==> config.mk <==
export PLATFORM = sky130hd
export DESIGN_NAME = nibble_serial_sub
export DESIGN_NICKNAME = d
export VERILOG_FILES = /design/src/rtl/nibble_serial_sub_pkg.sv /design/src/rtl/nibble_serial_sub_slice4.sv /design/src/rtl/nibble_serial_sub.sv
export SDC_FILE = /design/constraint.sdc
export NUM_CORES = 1
export LEC_CHECK = 0
export ABC_AREA = 1
export CAP_MARGIN = 5
export CORE_ASPECT_RATIO = 0.9
export CORE_MARGIN = 1
export CORE_UTILIZATION = 45
export DETAILED_ROUTE_END_ITERATION = 8
export HOLD_SLACK_MARGIN = 0.05
export PLACE_DENSITY_LB_ADDON = 0.12
export SETUP_SLACK_MARGIN = 0.1
export SYNTH_ARGS = -nofsm -noshare
export SYNTH_HDL_FRONTEND = slang
export SYNTH_HIERARCHICAL = 1
export SYNTH_SLANG_ARGS = --single-unit
==> constraint.sdc <==
create_clock -name clk -period 4.7 [get_ports clk]
set_input_delay 0.47 -clock clk [delete_from_list [all_inputs] [get_ports clk]]
set_output_delay 0.47 -clock clk [all_outputs]
set_load 0.005 [all_outputs]
==> src/rtl/nibble_serial_sub_pkg.sv <==
// rtl/nibble_serial_sub_pkg.sv - shared constants and FSM encoding for the nibble-serial subtractor
package nibble_serial_sub_pkg;

    // Width of one datapath slice processed per clock.
    localparam int NIBBLE = 4;

    typedef enum logic [1:0] {
        S_IDLE = 2'd0,
        S_RUN  = 2'd1,
        S_DONE = 2'd2
    } state_e;

endpackage

==> src/rtl/nibble_serial_sub_slice4.sv <==
// rtl/nibble_serial_sub_slice4.sv - combinational 4-bit subtract slice with carry lookahead
//
// Computes diff = x - y - bin as x + ~y + ~bin.
// Ports:
//   x    in  4  minuend slice
//   y    in  4  subtrahend slice
//   bin  in  1  borrow into this slice
//   diff out 4  difference slice
//   bout out 1  borrow out of this slice (inverted carry out)
module nibble_serial_sub_slice4 (
    input  logic [3:0] x,
    input  logic [3:0] y,
    input  logic       bin,
    output logic [3:0] diff,
    output logic       bout
);

    logic [3:0] yn;
    logic [3:0] p;
    logic [3:0] g;
    logic [4:0] c;

    assign yn = ~y;
    assign p  = x ^ yn;
    assign g  = x & yn;

    // Carry-in of the adder form is the inverted borrow.
    assign c[0] = ~bin;
    assign c[1] = g[0] | (p[0] & c[0]);
    assign c[2] = g[1] | (p[1] & g[0]) | (p[1] & p[0] & c[0]);
    assign c[3] = g[2] | (p[2] & g[1]) | (p[2] & p[1] & g[0])
                | (p[2] & p[1] & p[0] & c[0]);
    assign c[4] = g[3] | (p[3] & g[2]) | (p[3] & p[2] & g[1])
                | (p[3] & p[2] & p[1] & g[0])
                | (p[3] & p[2] & p[1] & p[0] & c[0]);

    assign diff = p ^ c[3:0];
    assign bout = ~c[4];

endmodule

==> src/rtl/nibble_serial_sub.sv <==
// rtl/nibble_serial_sub.sv - multi-cycle W-bit subtractor, one nibble per clock
//
// d = a - b - bin mod 2^W, computed one 4-bit slice per cycle with the borrow
// carried between cycles in a register. One operation in flight.
// Ports:
//   clk        in   1  clock, posedge
//   rst        in   1  synchronous active-high reset
//   in_valid   in   1  operands valid
//   in_ready   out  1  block idle, operands accepted
//   a          in   W  minuend
//   b          in   W  subtrahend
//   bin        in   1  borrow in
//   out_valid  out  1  result valid
//   out_ready  in   1  consumer accepts result
//   d          out  W  difference
//   bout       out  1  borrow out (unsigned a < b + bin)
//   ovf        out  1  signed overflow
//   zero       out  1  d == 0
module nibble_serial_sub
    import nibble_serial_sub_pkg::*;
#(
    parameter int W = 16
) (
    input  logic         clk,
    input  logic         rst,
    input  logic         in_valid,
    output logic         in_ready,
    input  logic [W-1:0] a,
    input  logic [W-1:0] b,
    input  logic         bin,
    output logic         out_valid,
    input  logic         out_ready,
    output logic [W-1:0] d,
    output logic         bout,
    output logic         ovf,
    output logic         zero
);

    localparam int N_SLICE = W / NIBBLE;
    localparam int IDX_W   = (N_SLICE > 1) ? $clog2(N_SLICE) : 1;
    localparam logic [IDX_W-1:0] LAST_IDX = IDX_W'(N_SLICE - 1);

    generate
        if ((W < NIBBLE) || ((W % NIBBLE) != 0)) begin : g_bad_width
            $error("nibble_serial_sub: W must be a multiple of 4 and >= 4");
        end
    endgenerate

    state_e            state_q,  state_d;
    logic [W-1:0]      a_q,      a_d;
    logic [W-1:0]      b_q,      b_d;
    logic              borrow_q, borrow_d;
    logic [IDX_W-1:0]  idx_q,    idx_d;
    logic [W-1:0]      res_q,    res_d;
    logic              bout_q,   bout_d;
    logic              ovf_q,    ovf_d;
    logic              zero_q,   zero_d;

    logic [NIBBLE-1:0] sl_x;
    logic [NIBBLE-1:0] sl_y;
    logic [NIBBLE-1:0] sl_diff;
    logic              sl_bout;

    assign sl_x = a_q[NIBBLE*int'(idx_q) +: NIBBLE];
    assign sl_y = b_q[NIBBLE*int'(idx_q) +: NIBBLE];

    nibble_serial_sub_slice4 u_slice (
        .x    (sl_x),
        .y    (sl_y),
        .bin  (borrow_q),
        .diff (sl_diff),
        .bout (sl_bout)
    );

    always_comb begin
        state_d  = state_q;
        a_d      = a_q;
        b_d      = b_q;
        borrow_d = borrow_q;
        idx_d    = idx_q;
        res_d    = res_q;
        bout_d   = bout_q;
        ovf_d    = ovf_q;
        zero_d   = zero_q;

        case (state_q)
            S_IDLE: begin
                if (in_valid) begin
                    a_d      = a;
                    b_d      = b;
                    borrow_d = bin;
                    idx_d    = '0;
                    res_d    = '0;
                    bout_d   = 1'b0;
                    ovf_d    = 1'b0;
                    zero_d   = 1'b0;
                    state_d  = S_RUN;
                end
            end
            S_RUN: begin
                res_d[NIBBLE*int'(idx_q) +: NIBBLE] = sl_diff;
                borrow_d = sl_bout;
                idx_d    = idx_q + 1'b1;
                // Flags are taken from the completed result so they are
                // registered together with the last slice.
                if (idx_q == LAST_IDX) begin
                    state_d = S_DONE;
                    bout_d  = sl_bout;
                    zero_d  = (res_d == '0);
                    ovf_d   = (a_q[W-1] != b_q[W-1]) && (res_d[W-1] != a_q[W-1]);
                end
            end
            S_DONE: begin
                if (out_ready) begin
                    state_d = S_IDLE;
                end
            end
            default: begin
                state_d = S_IDLE;
            end
        endcase
    end

    always_ff @(posedge clk) begin
        if (rst) begin
            state_q  <= S_IDLE;
            a_q      <= '0;
            b_q      <= '0;
            borrow_q <= 1'b0;
            idx_q    <= '0;
            res_q    <= '0;
            bout_q   <= 1'b0;
            ovf_q    <= 1'b0;
            zero_q   <= 1'b0;
        end else begin
            state_q  <= state_d;
            a_q      <= a_d;
            b_q      <= b_d;
            borrow_q <= borrow_d;
            idx_q    <= idx_d;
            res_q    <= res_d;
            bout_q   <= bout_d;
            ovf_q    <= ovf_d;
            zero_q   <= zero_d;
        end
    end

    assign in_ready  = (state_q == S_IDLE);
    assign out_valid = (state_q == S_DONE);
    assign d         = res_q;
    assign bout      = bout_q;
    assign ovf       = ovf_q;
    assign zero      = zero_q;

endmodule

==> metrics.md <==
| Metric | Value |
|---|---|
| Seq cells post-synth | 56 |
| Fin. max-slew vios | 0 |
| Post-DRT Antenna Nets | 0 |
| DRC Markers | 2 |
| Crit-path slowest cell | dfxtp_1 |
| Reg-to-reg endpoint | ovf |
| Tot GR Track Use | 0.211 |
| Starting Density | 0.467 |
| Status | finished, violations left |
| Rows | 27 |
| # clock sinks | 56 |
| Post-synthesis cell area | roughly 2900 µm² |
| Critical Path Fanout Max | 13 |
| Synth Instances | 429 |
| DR WL/cell | 11.6 µm |
| Finish-stage setup viols | 0 |
| FF-to-FF path depth | 17 |
| Vias | 2769 |
| Worst vdd ir | 0.195 mV |
| Number of global-route vias before repair | 2498 |
| Post-DP HPWL | 4860 µm |
| Slowest stage delay, CP | around 450 ps |
| GP Congestion | 0.897 |
| Final Hold Fails | 0 |
| Clock Pin Slew Worst Setup and Hold Paths | 90 ps |
| Mapped Avg Cell Area | around 6.7 µm² |
| Post-cts sizing count | 0 |
| Reg2reg setup slack | 1810 ps |
| CTS tree | built |
| Area occupied by multi-input gates | 1510 µm² |
| DR pass1 iterations | 6 |
| Core Region | 6110 µm² |
| Min-Delay Path Class | reg -> reg |
| Hold buffer count at cts | 0 |
| Critical R2R Launch | idx_q[1] |
| Count of buffers from port buffering | 57 |
| Initial antenna violation count | 0 |
| First-pass GRT wire length | 11400 µm |
| Routed Wire Length | between 6000 and 7000 µm |
| Detailed Route Iter0 Violations | about 120 |
| Nets@finish | 523 |
| Root Driver | clkbuf_8 |
| Library cells used by synthesis | 27 |
| WP data arrival | around 3100 ps |
| CP Capture Type | flip-flop |
| Worst-margin pin slew | 864 ps |
| Number of setup buffers added after CTS | 0 |
| Rel. slew slack | 0.422 |
| Crit path required time | 4920 ps |
| Max-cap viol count | 0 |
| Die extent in x | roughly 86 µm |
| Die height | 77.6 µm |
| Pre-CTS setup slack | 1840 ps |
| Total CTS buffers | 5 |
| Setup crit start | idx_q[1] |
| Full die area | 6670 µm² |
| PnR worst setup slack | 1810 ps |
| Total grt overflow | 0 |
| Lkg Pwr | 1.47 nW |
| Pwr Density | 318 nW/µm² |
| CTS H-tree lvls | 2 |
| Io pins | 58 |
| End point of the critical path | ovf |
| Fmax | 346 MHz |
| CP Depth | 17 |
| Yosys synthesis warning count | 6 |
| Largest net degree at the start of global routing | 37 |
| Violated checks | design-rule violations |
| Layout cell share with drive strength beyond 1 | 0.0359 |
| Delay-heaviest family, CP | simple AND/OR/NAND/NOR gates |
| Area Growth Syn to Fin | 24.5% |
| Reg area | between 1000 and 1500 µm² |
| Syn nets | around 480 |
| Ant diodes | 0 |
| Fin crit period | just under 3000 ps |
| Startpoint Class | flip-flop |
| Setup TNS | 0 ps |
| WP buf/inv | 4 |
| Cell Chain, Critical Path | inv_1, o21ai_0, o22ai_1, inv_1, ha_1, or2_2, nand2_1, nand2_1, nand2_1, nand2_1, nand3_1, inv_1, a21oi_1, inv_1, o21ai_0, nand3_1, a21oi_1 |
| Vias per cell | a little under 5 |
| Fin crit share | 0.615 |
| Sequential fraction of the synthesis area | 0.393 |
| Crit Path Class | reg -> reg |
| Layout fillers | 624 |
| Later-pin clock latency in the skew report | ~300 ps |
| Final Skew | 6.13 ps |
| Max clock buf depth | 2 |
| RSZ-0062 raised after global routing | false |
sequential cells by signal (all words and copies together), names as in the netlist:
name,flops
b_q,16
bout,1
ovf,1
d,16
idx_q,2
state_q,2
zero,1
borrow_q,1
a_q,16
power breakdown:
| group | switching (W) | internal (W) |
|---|---|---|
| clock | 0.000146 | 0.000153 |
| sequential | 0.0000208 | 0.000505 |
| combinational | 0.000181 | 0.000124 |
layout make-up:
type / count / area share
clock buffers: 5 / 0.0194
clock inverters: 1 / 0.00844
inverters: 36 / 0.0380
multi-input cells: 318 / 0.426
flip-flops and latches: 56 / 0.315
well taps: 87 / 0.0306
repair buffers: 58 / 0.163
per-layer routing:
layer	track usage	part of all wire	vias to the layer above
met5	0	0	-
met4	0.0483	0.0079	0
met3	0.0362	0.043	6
met2	0.327	0.43	61
met1	0.303	0.52	1233
li1	-	-	1469
worst min-delay path, stage by stage (launching register included):
cell and delay (ps):
dfxtp_1 330, nor2_1 40, nor2_1 80
cell usage after synthesis:
cell	instances	area, µm²
a21oi_1	26	130
a21oi_2	1	8.76
a31oi_1	1	6.26
buf_2	8	40.0
buf_4	1	7.51
clkbuf_1	10	37.5
dfxtp_1	56	1120
fa_1	1	20.0
ha_1	10	125
inv_1	34	128
inv_2	2	7.51
nand2_1	80	300
nand2_2	1	6.26
nand2_4	1	11.3
nand3_1	21	105
nand3b_1	1	7.51
nand4_1	1	6.26
nor2_1	101	379
nor2_2	1	6.26
nor2_4	1	11.3
nor2_8	1	20.0
nor3_2	1	10.0
o21ai_0	57	285
o21ai_1	2	10.0
o22ai_1	8	50.1
or2_2	1	6.26
xnor2_1	1	8.76
through the flow:
step | total power, W | utilization | std cells | hold slack [ps] | cell area [µm²]
floorplan | 0.000753 | - | 429 | 448 | 2860
global placement | 0.000840 | 0.565 | 555 | 464 | 3460
detailed placement | 0.000843 | 0.565 | 555 | 468 | 3460
CTS | 0.00114 | 0.582 | 561 | 490 | 3560
global route | 0.00121 | 0.582 | 561 | 496 | 3560
finish | 0.00113 | 0.582 | 561 | 486 | 3560
worst min-delay path by stage:
stage,start,endpoint,slack (ps),cells after the start
after floorplan,a_q[15],a_q[15],450,2
after global placement,b_q[5],b_q[5],460,2
after detailed placement,b_q[5],b_q[5],470,2
after CTS,d[0],d[0],490,2
after global routing,d[5],d[5],500,2
final,b_q[4],b_q[4],490,2
cell usage in the layout (no fill, tap or decap):
cell type	synthesis	routed
or2_2	1	1
nand3_1	21	21
nor2_1	101	101
nand2_1	80	80
nand2_2	1	1
clkdlybuf4s50_1	0	57
o22ai_1	8	8
nor2_8	1	1
buf_4	1	1
nand2_4	1	1
dfxtp_1	56	56
nor2_2	1	1
o21ai_0	57	57
nand4_1	1	1
a21oi_1	26	26
bufinv_16	0	1
xnor2_1	1	1
inv_1	34	34
a21oi_2	1	1
o21ai_1	2	2
nor3_2	1	1
nand3b_1	1	1
inv_2	2	2
fa_1	1	1
clkbuf_8	0	5
ha_1	10	10
nor2_4	1	1
a31oi_1	1	1
kinds of logic (layout without fill, tap and decap cells):
family | Yosys count | count (layout) | share of synthesized area
buffers and inverters | 55 | 100 | 0.0771
adder cells (fa/ha/maj) | 11 | 11 | 0.0508
flip-flops | 56 | 56 | 0.393
AO/OA/AOI/OAI | 95 | 95 | 0.172
XOR/XNOR | 1 | 1 | 0.00307
AND/OR/NAND/NOR | 211 | 211 | 0.305
Power figures use the tool's default switching activity.
